==> src/rtl/alu_seq_if.sv <==
// Handshake and operand/result bundle between the datapath controller and alu_seq.
// The controller drives the request side; the ALU drives status and results.
interface alu_seq_if #(
  parameter int N = 4
);
  logic         start;
  logic [N-1:0] A;
  logic [N-1:0] B;
  logic [1:0]   ALUOp;
  logic         l;
  logic         m;
  logic         busy;
  logic         done;
  logic [N-1:0] R;
  logic [N-1:0] RH;
  logic         zero;
  logic         carry;
  logic         sign;
  logic         overflow;

  modport master (
    output start, A, B, ALUOp, l, m,
    input  busy, done, R, RH, zero, carry, sign, overflow
  );

  modport slave (
    input  start, A, B, ALUOp, l, m,
    output busy, done, R, RH, zero, carry, sign, overflow
  );
endinterface

==> src/rtl/alu_seq.sv <==
// Registered N-bit ALU with start/done handshake: single-cycle arithmetic/logic ops
// and an N-step unsigned shift-add multiply producing a 2N-bit product on RH:R.
module alu_seq #(
  parameter int N = 4
) (
  input logic       clk,
  input logic       reset,
  alu_seq_if.slave  bus
);
  localparam int CW = $clog2(N + 1);

  typedef enum logic {IDLE, MUL} state_t;

  state_t        state_q, state_d;
  logic [N-1:0]  a_q, a_d;
  logic [N-1:0]  hi_q, hi_d;
  logic [N-1:0]  lo_q, lo_d;
  logic [CW-1:0] cnt_q, cnt_d;
  logic [N-1:0]  r_q, r_d;
  logic [N-1:0]  rh_q, rh_d;
  logic          zero_q, zero_d;
  logic          carry_q, carry_d;
  logic          sign_q, sign_d;
  logic          overflow_q, overflow_d;
  logic          done_q, done_d;

  logic [N-1:0]  op1;
  logic [N-1:0]  op2;
  logic [N-1:0]  op2_eff;
  logic          cpl;
  logic [N:0]    sum;
  logic [N-1:0]  alu_r;
  logic          alu_carry;
  logic          alu_ovf;
  logic [N:0]    mul_sum;
  logic [N-1:0]  step_hi;
  logic [N-1:0]  step_lo;

  // Every arithmetic op is op1 + (cpl ? ~op2 : op2) + cpl; negation uses op1 = 0.
  always_comb begin
    op1 = '0;
    op2 = bus.B;
    cpl = 1'b0;
    case (bus.ALUOp)
      2'b00: begin
        op2 = bus.A;
        cpl = 1'b1;
      end
      2'b01: cpl = 1'b1;
      2'b10: op1 = bus.A;
      default: begin
        op1 = bus.A;
        cpl = 1'b1;
      end
    endcase
    op2_eff = cpl ? ~op2 : op2;
    sum     = {1'b0, op1} + {1'b0, op2_eff} + {{N{1'b0}}, cpl};

    alu_r     = sum[N-1:0];
    alu_carry = sum[N];
    alu_ovf   = (op1[N-1] == op2_eff[N-1]) && (sum[N-1] != op1[N-1]);
    if (bus.l) begin
      alu_carry = 1'b0;
      alu_ovf   = 1'b0;
      case (bus.ALUOp)
        2'b00:   alu_r = bus.A & bus.B;
        2'b01:   alu_r = bus.A | bus.B;
        2'b10:   alu_r = bus.A ^ bus.B;
        default: alu_r = ~bus.A;
      endcase
    end
  end

  // One shift-add step: conditionally add the multiplicand, then shift hi:lo right.
  always_comb begin
    mul_sum = {1'b0, hi_q} + (lo_q[0] ? {1'b0, a_q} : '0);
    step_hi = mul_sum[N:1];
    step_lo = {mul_sum[0], lo_q[N-1:1]};
  end

  always_comb begin
    state_d    = state_q;
    a_d        = a_q;
    hi_d       = hi_q;
    lo_d       = lo_q;
    cnt_d      = cnt_q;
    r_d        = r_q;
    rh_d       = rh_q;
    zero_d     = zero_q;
    carry_d    = carry_q;
    sign_d     = sign_q;
    overflow_d = overflow_q;
    done_d     = 1'b0;
    case (state_q)
      IDLE: begin
        if (bus.start) begin
          if (bus.m) begin
            state_d = MUL;
            a_d     = bus.A;
            lo_d    = bus.B;
            hi_d    = '0;
            cnt_d   = '0;
          end else begin
            r_d        = alu_r;
            rh_d       = '0;
            zero_d     = (alu_r == '0);
            carry_d    = alu_carry;
            sign_d     = alu_r[N-1];
            overflow_d = alu_ovf;
            done_d     = 1'b1;
          end
        end
      end
      MUL: begin
        hi_d  = step_hi;
        lo_d  = step_lo;
        cnt_d = cnt_q + CW'(1);
        if (cnt_q == CW'(N - 1)) begin
          state_d    = IDLE;
          r_d        = step_lo;
          rh_d       = step_hi;
          zero_d     = ({step_hi, step_lo} == '0);
          carry_d    = |step_hi;
          sign_d     = step_hi[N-1];
          overflow_d = 1'b0;
          done_d     = 1'b1;
        end
      end
      default: state_d = IDLE;
    endcase
  end

  always_ff @(posedge clk) begin
    if (reset) begin
      state_q    <= IDLE;
      a_q        <= '0;
      hi_q       <= '0;
      lo_q       <= '0;
      cnt_q      <= '0;
      r_q        <= '0;
      rh_q       <= '0;
      zero_q     <= 1'b0;
      carry_q    <= 1'b0;
      sign_q     <= 1'b0;
      overflow_q <= 1'b0;
      done_q     <= 1'b0;
    end else begin
      state_q    <= state_d;
      a_q        <= a_d;
      hi_q       <= hi_d;
      lo_q       <= lo_d;
      cnt_q      <= cnt_d;
      r_q        <= r_d;
      rh_q       <= rh_d;
      zero_q     <= zero_d;
      carry_q    <= carry_d;
      sign_q     <= sign_d;
      overflow_q <= overflow_d;
      done_q     <= done_d;
    end
  end

  assign bus.busy     = (state_q == MUL);
  assign bus.done     = done_q;
  assign bus.R        = r_q;
  assign bus.RH       = rh_q;
  assign bus.zero     = zero_q;
  assign bus.carry    = carry_q;
  assign bus.sign     = sign_q;
  assign bus.overflow = overflow_q;
endmodule
==> src/flat_wrapper.sv <==
// flat-port wrapper written by rule: the top's interface ports become plain ports
module alu_seq_flat 
#(
  parameter int N = 4
)
  (clk, reset, bus_start, bus_A, bus_B, bus_ALUOp, bus_l, bus_m, bus_busy, bus_done, bus_R, bus_RH, bus_zero, bus_carry, bus_sign, bus_overflow);
  alu_seq_if #(.N(N)) bus_i ();
  input logic clk;
  input logic reset;
  input wire logic [$bits(bus_i.start)-1:0] bus_start;
  input wire logic [$bits(bus_i.A)-1:0] bus_A;
  input wire logic [$bits(bus_i.B)-1:0] bus_B;
  input wire logic [$bits(bus_i.ALUOp)-1:0] bus_ALUOp;
  input wire logic [$bits(bus_i.l)-1:0] bus_l;
  input wire logic [$bits(bus_i.m)-1:0] bus_m;
  output wire logic [$bits(bus_i.busy)-1:0] bus_busy;
  output wire logic [$bits(bus_i.done)-1:0] bus_done;
  output wire logic [$bits(bus_i.R)-1:0] bus_R;
  output wire logic [$bits(bus_i.RH)-1:0] bus_RH;
  output wire logic [$bits(bus_i.zero)-1:0] bus_zero;
  output wire logic [$bits(bus_i.carry)-1:0] bus_carry;
  output wire logic [$bits(bus_i.sign)-1:0] bus_sign;
  output wire logic [$bits(bus_i.overflow)-1:0] bus_overflow;
  assign bus_i.start = bus_start;
  assign bus_i.A = bus_A;
  assign bus_i.B = bus_B;
  assign bus_i.ALUOp = bus_ALUOp;
  assign bus_i.l = bus_l;
  assign bus_i.m = bus_m;
  assign bus_busy = bus_i.busy;
  assign bus_done = bus_i.done;
  assign bus_R = bus_i.R;
  assign bus_RH = bus_i.RH;
  assign bus_zero = bus_i.zero;
  assign bus_carry = bus_i.carry;
  assign bus_sign = bus_i.sign;
  assign bus_overflow = bus_i.overflow;
  alu_seq #(.N(N)) u_core (.clk(clk), .reset(reset), .bus(bus_i));
endmodule
==> config.mk <==
export PLATFORM = sky130hd
export DESIGN_NAME = alu_seq_flat
export DESIGN_NICKNAME = d
export VERILOG_FILES = /design/src/rtl/alu_seq_if.sv /design/src/rtl/alu_seq.sv /design/src/flat_wrapper.sv
export SDC_FILE = /design/constraint.sdc
export NUM_CORES = 1
export LEC_CHECK = 0
export ABC_AREA = 0
export ABC_CLOCK_PERIOD_IN_PS = 7900
export BUFFER_PORTS_ARGS = -buffer_cell sky130_fd_sc_hd__buf_2
export CAP_MARGIN = 0
export CORE_AREA = 2 2 62 64
export CTS_CLUSTER_DIAMETER = 150
export CTS_CLUSTER_SIZE = 24
export DETAILED_ROUTE_END_ITERATION = 8
export DIE_AREA = 0 0 64 66
export MAX_ROUTING_LAYER = met4
export PLACE_DENSITY = 0.82
export REMOVE_ABC_BUFFERS = 1
export SYNTH_ARGS = -nofsm -noshare
export SYNTH_HDL_FRONTEND = slang
export SYNTH_SLANG_ARGS = --single-unit
==> constraint.sdc <==
create_clock -name clk -period 7.9 [get_ports clk]
set_input_delay 0.79 -clock clk [delete_from_list [all_inputs] [get_ports clk]]
set_output_delay 0.79 -clock clk [all_outputs]
set_load 0.01 [all_outputs]
==> impl_metrics.ini, run 1 <==
[synth]
synth-seq-cells = 29
synth_area_per_cell_um2 = 7.938
synth-edff-count = 0
synth_cells = 247
synth_flop_cell = dfxtp_1
yosysUniqueCellTypes = 48
async_flop_share_pct = 0
synth.yosys.warnings = 0
synth-seq-area-share_pct = 29.61
syn_area_um2 = 1961

[clock_network]
postCtsHoldBufs = 0
clkLatencyLatePin_ns = 0.32
cts_resized = 0
clkTransAtPathRegs_ns = 0.10
numCtsBuffers = 5
cts_tree = yes
clockRootBuffer = clkbuf_4
htreeDepth = 2
cts.path.max_buffers = 2
cts_setup_buffers = 0
cts.sinks = 29

[critical_path]
criticalPathCategory = in2reg
end_kind = flop
cp_cell_sequence = buf_2 -> nor2_1 -> a211oi_1 -> a21oi_1 -> ha_1 -> and4_1 -> o41a_1 -> o21a_1 -> o31a_1 -> o22ai_1
path_delay_family = compound AO/OA/AOI/OAI gates
path_max_fanout = 23
slowest_delay_ns = 0.42
crit_arrival_ns = 3.18
cp_num_buf_inv = 1
startpoint_type = input pin
cp_slowest_cell = o41a_1
required_ns = 8.14

[global_routing]
grt_usage_pct = 22.05
grt_pass1_wl_mm = 7.141
grt_max_degree = 35
grt-ovfl-total = 0
antenna_found_initial = 0
grt_pass1_vias = 1641

[layout]
nFillCells = 321
mostFrequentLayoutCell = dfxtp_1
nets = 303
multi_input_area_um2 = 1236
syn_to_final_growth_pct = 10.27
final_cell_mix = dfxtp_1 (29), nor2_1 (28), buf_2 (28), a21oi_1 (25), nand2_1 (23)
antenna-diode-count = 0
post-route-cell-area_um2 = 2162
drive_above_1_share_pct = 15.56
regArea_um2 = 580.6

[place]
postPlaceCellArea_um2 = 2111
io_buffers = 28
place_ws_ns = 4.711
gp_congestion = 0.8961
post-dp-hpwl_mm = 3.067

[sta]
timing.fmax_mhz = 340.6
finClkSkew_ns = 0.009262
tightest_slew_ns = 0.7394
setup_viol = 0
period_needed_ns = 2.936
finalCritPeriodShare_pct = 37.16
fin_ws_ns = 4.964
drv_slew = 0
timing.slew.headroom_pct = 50.70
tns_ns = 0
hold_viol_final = 0
rsz0062_at_grt = false

[die]
fp.dieH_um = 66
die_area_um2 = 4224
io_pins = 29
rows = 22
start_util_pct = 55.21
fp.coreArea_um2 = 3551
die_w_um = 64

[power]
ir_drop_mv = 0.06485
p_per_area_nw_per_um2 = 144.9
leakage_nw = 0.9706

[drt]
drc = 0
vias_per_cell = 5.689
dr_total_vias = 1809
routed_wl_mm = 4.189
ant_nets = 0
dr.pass1.iters = 4
wl_per_cell_um = 13.17
drt_iter0_drc = 117

[run]
maxCapViolations = 0

[outcome]
status = finished clean

[min_path]
hp-class = reg2reg
==> tightest hold or removal path, cell delays in order, from the launching register on <==
cell     delay [ns]
dfxtp_1        0.32
nand2_1        0.05
a21oi_1        0.05
==> stage by stage <==
stage | power (mW) | utilization, % | instances | hold WS, ns
after floorplan | 0.2037 | - | 232 | 0.4426
after global placement | 0.2281 | 59.44 | 310 | 0.4348
after detailed placement | 0.2296 | 59.44 | 310 | 0.4426
after CTS | 0.3146 | 60.89 | 318 | 0.4545
after global routing | 0.3284 | 60.89 | 318 | 0.4714
final | 0.3132 | 60.89 | 318 | 0.4511
==> state kept, by name, indices dropped and copies added (netlist names) <==
signal / cells
u_core.a_q: 4
u_core.bus.RH: 4
u_core.bus.R: 4
u_core.hi_q: 4
u_core.lo_q: 4
u_core.cnt_q: 3
u_core.bus.busy: 1
u_core.bus.carry: 1
u_core.bus.done: 1
u_core.bus.overflow: 1
u_core.bus.sign: 1
u_core.bus.zero: 1
==> cell type report <==
class / count / share of cell area [%]
multi-input cells: 182 / 57.18
inverters: 21 / 3.646
clock inverters: 2 / 0.4630
clock buffers: 6 / 1.910
repair buffers: 30 / 7.176
well taps: 48 / 2.778
flip-flops and latches: 29 / 26.85
==> cells in the mapped netlist (all sizes together) (3+ instances only) <==
cell type	instances	share of area, %
nand2	23	4.4
and2	8	2.6
a22oi	3	1.1
a21oi	25	6.4
buf	3	1.0
nor2	28	5.4
ha	17	11
nor3	7	1.8
clkbuf	12	2.3
inv	21	4.0
dfxtp	29	30
nor2b	4	1.3
mux4	4	4.6
o21ai	11	2.8
nand2b	5	1.6
a211oi	7	2.7
o31ai	3	1.1
==> worst paths after layout <==
check,slack (ns),depth (start not counted),from,end
max reg2reg,5.59,9,u_core.lo_q[0],u_core.bus.zero
max,4.96,10,bus_ALUOp[1],u_core.bus.sign
min reg2reg,0.45,2,u_core.bus.RH[2],u_core.bus.RH[2]
min,0.45,2,u_core.bus.RH[2],u_core.bus.RH[2]
==> cell families after synthesis <==
group	share of synthesized area, %
AO/OA/AOI/OAI	20.10
XOR/XNOR	1.340
adder cells (fa/ha/maj)	12.89
buffers and inverters	7.338
flip-flops	29.61
multiplexers	5.680
AND/OR/NAND/NOR	23.04
==> per-layer routing <==
layer	vias to the layer above	routed length, µm	track usage [%]
li1	910	-	-
met1	827	1927	27.86
met2	64	1906	34.90
met3	8	288	4.940
met4	0	66	7.609
met5	-	0	-
==> power breakdown <==
group	leakage, nW	internal (mW)	switching (mW)
Sequential	0.236	0.152	0.00324
Combinational	0.702	0.0295	0.0426
Clock	0.0320	0.0338	0.0517
No activity file was read; power rests on OpenSTA's default activity.
==> run 2, diff against run 1 <==
--- a/config.mk
+++ b/config.mk
@@ -6,16 +6,16 @@
 export NUM_CORES = 1
 export LEC_CHECK = 0
 export ABC_AREA = 0
-export ABC_CLOCK_PERIOD_IN_PS = 7900
+export ABC_CLOCK_PERIOD_IN_PS = 2600
 export BUFFER_PORTS_ARGS = -buffer_cell sky130_fd_sc_hd__buf_2
 export CAP_MARGIN = 0
-export CORE_AREA = 2 2 62 64
+export CORE_AREA = 2 2 66 68
 export CTS_CLUSTER_DIAMETER = 150
 export CTS_CLUSTER_SIZE = 24
 export DETAILED_ROUTE_END_ITERATION = 8
-export DIE_AREA = 0 0 64 66
+export DIE_AREA = 0 0 68 70
 export MAX_ROUTING_LAYER = met4
-export PLACE_DENSITY = 0.82
+export PLACE_DENSITY = 0.76
 export REMOVE_ABC_BUFFERS = 1
 export SYNTH_ARGS = -nofsm -noshare
 export SYNTH_HDL_FRONTEND = slang
==> constraint.sdc (replaced) <==
create_clock -name clk -period 2.6 [get_ports clk]
set_input_delay 0.26 -clock clk [delete_from_list [all_inputs] [get_ports clk]]
set_output_delay 0.26 -clock clk [all_outputs]
set_load 0.01 [all_outputs]
==> run 2 against run 1 <==
Against the previous run:
- die area up 13%
- hold slack worse by 0.18 ns
- clock power rose to 5.6 times the previous value
- global-route usage fell by 2.3 points
- cell count is 2.2% higher
- routed wire length is 2.3% higher
- utilization shrank 6.5 points
- critical endpoint is now u_core.bus.zero
==> impl_metrics.ini, run 2 (synthesized netlist as in run 1, its figures left out) <==
[clock_network]
postCtsHoldBufs = 0
cts.sinks = 29
numCtsBuffers = 5
cts.path.max_buffers = 2
cts_tree = yes
clkLatencyLatePin_ns = 0.29
htreeDepth = 2
clkTransAtPathRegs_ns = 0.06
clockRootBuffer = clkbuf_8
cts_resized = 0
cts_setup_buffers = 0

[layout]
syn_to_final_growth_pct = 15.00
multi_input_area_um2 = 1236
nets = 306
final_cell_mix = dfxtp_1 (29), nor2_1 (28), buf_2 (28), a21oi_1 (25), nand2_1 (23)
antenna-diode-count = 0
mostFrequentLayoutCell = dfxtp_1
post-route-cell-area_um2 = 2255
nFillCells = 406
drive_above_1_share_pct = 16.48
post-route-util_pct = 54.41
regArea_um2 = 580.6

[global_routing]
antenna_found_initial = 0
grt_usage_pct = 19.79
grt-ovfl-total = 0
grt_max_degree = 32
grt_pass1_vias = 1662
grt_pass1_wl_mm = 7.189

[critical_path]
crit_arrival_ns = 2.54
startpoint_type = flop
end_kind = flop
required_ns = 2.82
criticalPathCategory = reg2reg
path_max_fanout = 5

[drt]
drc = 0
routed_wl_mm = 4.284
wl_per_cell_um = 13.18
drt_iter0_drc = 74
ant_nets = 0
vias_per_cell = 5.505
dr.pass1.iters = 5
dr_total_vias = 1789

[die]
die_w_um = 68
rows = 24
fp.coreArea_um2 = 4144
io_pins = 29
fp.dieH_um = 70
start_util_pct = 47.31
die_area_um2 = 4760

[power]
pwr-share-clk_pct = 41.0
sw_frac_of_total_pct = 26.07
ir_drop_mv = 0.2534
p_switching_uw = 305.7
pwr-share-seq_pct = 40.6
leakage_nw = 1.012
p_int_uw = 866.7
p_total_mw = 1.172
pwr-share-comb_pct = 18.5
p_per_area_nw_per_um2 = 520.0

[place]
post-dp-hpwl_mm = 3.165
io_buffers = 28
gp_congestion = 0.8870
postPlaceCellArea_um2 = 2138

[sta]
drv_slew = 0
tightest_slew_ns = 0.5316
timing.slew.headroom_pct = 63.64
rsz0062_at_grt = false
period_needed_ns = 2.324
finalCritPeriodShare_pct = 89.37
tns_ns = 0
timing.fmax_mhz = 430.4
setup_viol = 0
finClkSkew_ns = 0.007828
hold_viol_final = 0

[run]
maxCapViolations = 0

[min_path]
hp-class = in2reg

[outcome]
status = finished clean
-- run 2: final cells by class --
cell class | count | area share, %
Inverter | 21 | 3.496
Timing Repair Buffer | 33 | 7.880
Sequential cell | 29 | 25.75
Clock buffer | 7 | 3.829
Clock inverter | 1 | 1.332
Tap cell | 52 | 2.886
Multi-Input combinational cell | 182 | 54.83
-- run 2: layer usage --
layer / global-route usage, % / vias to the layer above / routed length, µm
li1: - / 917 / -
met1: 24.77 / 834 / 2027
met2: 31.82 / 32 / 2045
met3: 4.348 / 6 / 159
met4: 5.333 / 0 / 52
met5: - / - / 0
-- run 2: stage by stage --
step           worst slack (ns)  hold WS [ns]  std cells
3_3_place_gp             0.1675        0.4346        317
3_5_place_dp             0.1295        0.4414        317
2_1_floorplan            0.3502        0.3291        232
5_1_grt                  0.1492        0.2880        325
4_1_cts                  0.2660        0.2733        325
6_report                 0.2764        0.2743        325
-- run 2: power groups by stage --
stage                     combinational [mW]  clock, mW  sequential, mW
after floorplan                        0.127          0           0.492
after global placement                 0.211          0           0.485
after detailed placement               0.216          0           0.486
after CTS                              0.217      0.483           0.476
after global routing                   0.247      0.502           0.478
final                                  0.216      0.480           0.476
-- run 2: final timing paths --
kind,start,end,slack [ns],cells past startpoint
hold reg to reg,u_core.bus.R[2],u_core.bus.R[2],0.45,2
setup / recovery,u_core.lo_q[0],u_core.bus.zero,0.28,9
setup reg to reg,u_core.lo_q[0],u_core.bus.zero,0.28,9
hold / removal,bus_A[3],u_core.a_q[3],0.27,3
-- run 2: critical path, stage by stage, from the launching register on --
cell and delay, ns:
dfxtp_1 0.38, and2_1 0.16, ha_1 0.18, inv_1 0.06, fa_1 0.39, xnor2_1 0.17
nand2b_1 0.19, a2111oi_0 0.53, o21ai_0 0.13, o21ai_0 0.08
==> run 3, diff against run 2 <==
--- a/config.mk
+++ b/config.mk
@@ -9,13 +9,14 @@
 export ABC_CLOCK_PERIOD_IN_PS = 2600
 export BUFFER_PORTS_ARGS = -buffer_cell sky130_fd_sc_hd__buf_2
 export CAP_MARGIN = 0
-export CORE_AREA = 2 2 66 68
+export CORE_AREA = 2 2 64 66
+export CTS_BUF_LIST = sky130_fd_sc_hd__clkbuf_8
 export CTS_CLUSTER_DIAMETER = 150
 export CTS_CLUSTER_SIZE = 24
 export DETAILED_ROUTE_END_ITERATION = 8
-export DIE_AREA = 0 0 68 70
+export DIE_AREA = 0 0 66 68
 export MAX_ROUTING_LAYER = met4
-export PLACE_DENSITY = 0.76
+export PLACE_DENSITY = 0.8
 export REMOVE_ABC_BUFFERS = 1
 export SYNTH_ARGS = -nofsm -noshare
 export SYNTH_HDL_FRONTEND = slang
==> run 3 against run 2 <==
Against the previous run:
- hold slack better by 0.0091 ns
- register-to-register slack better by 0.13 ns
- cell area fell by 1.4%
- non-clock buffer count stayed put
- setup slack improved by 0.13 ns
- first-iteration DRC count rose by 50%
- sequential cell count unchanged
- critical path type unchanged
==> impl_metrics.ini, run 3 (synthesized netlist as in run 1, its figures left out) <==
[outcome]
status = finished clean

[critical_path]
crit_arrival_ns = 2.40
startpoint_type = flop
cp_num_buf_inv = 1
path_max_fanout = 5
cp_cell_sequence = and2_1 -> ha_1 -> inv_1 -> fa_1 -> xnor2_1 -> nand2b_1 -> a2111oi_0 -> o21ai_0 -> o21ai_0
crit_top_cell = o21ai_0
criticalPathCategory = reg2reg
cp_slowest_cell = a2111oi_0
slowest_delay_ns = 0.42
path_delay_family = compound AO/OA/AOI/OAI gates
end_kind = flop
required_ns = 2.80

[sta]
timing.slew.headroom_pct = 58.25
timing.fmax_mhz = 455.3
finClkSkew_ns = 0.006374
period_needed_ns = 2.196
hold_viol_final = 0
rsz0062_at_grt = false
setup_viol = 0
finalCritPeriodShare_pct = 84.47
tightest_slew_ns = 0.6247
drv_slew = 0
tns_ns = 0
fin_ws_ns = 0.4038

[global_routing]
grt_pass1_vias = 1564
grt-busiest-layer = met2
gr-usage-met2_pct = 33.46
grt_util_met3_pct = 4.605
use_met1_pct = 27.38
grt_usage_pct = 21.24
grt_pass1_wl_mm = 7.162
grt_max_degree = 32
grt-ovfl-total = 0
antenna_found_initial = 0

[drt]
drt_iter0_drc = 111
ant_nets = 0
drc = 0
dr_total_vias = 1811
vias_per_cell = 5.607
dr.pass1.iters = 4
routed_wl_mm = 4.335
wl_per_cell_um = 13.42

[die]
fp.coreArea_um2 = 3856
fp.dieH_um = 68
die_w_um = 66
io_pins = 29
start_util_pct = 50.84
rows = 23
die_area_um2 = 4488

[place]
post-dp-hpwl_mm = 3.275
gp_congestion = 0.8570
postPlaceCellArea_um2 = 2136
dp_cells = 315
io_buffers = 28
place_ws_ns = 0.1543

[clock_network]
numCtsBuffers = 5
cts_setup_buffers = 0
clkLatencyLatePin_ns = 0.28
clkTransAtPathRegs_ns = 0.06
htreeDepth = 2
cts_tree = yes
clockRootBuffer = clkbuf_8
cts.path.max_buffers = 2
cts.sinks = 29
postCtsHoldBufs = 0
cts_resized = 0

[power]
sw_frac_of_total_pct = 29.55
p_int_uw = 739.7
pwr-share-seq_pct = 45.4
leakage_nw = 0.9966
p_per_area_nw_per_um2 = 472.5
pwr-share-clk_pct = 33.8
ir_drop_mv = 0.1782
pwr-share-comb_pct = 20.8
p_switching_uw = 310.2

[layout]
antenna-diode-count = 0
mostFrequentLayoutCell = dfxtp_1
syn_to_final_growth_pct = 13.34
post-route-util_pct = 57.62
nets = 306
final_cell_mix = dfxtp_1 (29), nor2_1 (28), buf_2 (28), a21oi_1 (25), nand2_1 (23)
post-route-cell-area_um2 = 2222
fin_cells = 323
drive_above_1_share_pct = 16.85

[run]
maxCapViolations = 0

[min_path]
hp-class = in2reg
-- run 3: metal layers --
layer  vias up  wire length [µm]
met5         -                 0
met4         0                80
met3        11               215
met2        57              1931
met1       826              2107
li1        917                 -
-- run 3: final cells by class --
class / count / area [µm²]
Clock buffer: 5 / 68.82
Clock inverter: 3 / 17.52
Fill cell: 374 / 1634
Inverter: 21 / 78.83
Multi-Input combinational cell: 182 / 1236
Sequential cell: 29 / 580.6
Tap cell: 50 / 62.56
Timing Repair Buffer: 33 / 177.7
-- run 3: power groups by stage --
stage | combinational [mW] | clock (mW) | sequential (mW)
after floorplan | 0.127 | 0 | 0.492
after global placement | 0.213 | 0 | 0.486
after detailed placement | 0.217 | 0 | 0.486
after CTS | 0.218 | 0.362 | 0.476
after global routing | 0.245 | 0.390 | 0.478
final | 0.218 | 0.355 | 0.476
-- run 3: tightest hold or removal path, delay by kind of cell --
kind	cells	cell delay, ns
buf+inv	1	0.13
simple gates	1	0.06
compound gates	1	0.06
-- run 3: through the flow --
stage                     hold WS (ns)  total power, mW
final                           0.2834            1.050
after global routing            0.2941            1.114
after CTS                       0.2833            1.056
after detailed placement        0.4412           0.7029
after global placement          0.4369           0.6981
after floorplan                 0.3291           0.6190
-- run 3: final timing paths --
| kind | slack [ns] | cells after the start | end | start |
|---|---|---|---|---|
| max | 0.40 | 9 | u_core.bus.zero | u_core.lo_q[0] |
| min | 0.28 | 3 | u_core.a_q[3] | bus_A[3] |
| max reg2reg | 0.40 | 9 | u_core.bus.zero | u_core.lo_q[0] |
| min reg2reg | 0.44 | 2 | u_core.bus.R[0] | u_core.bus.R[0] |
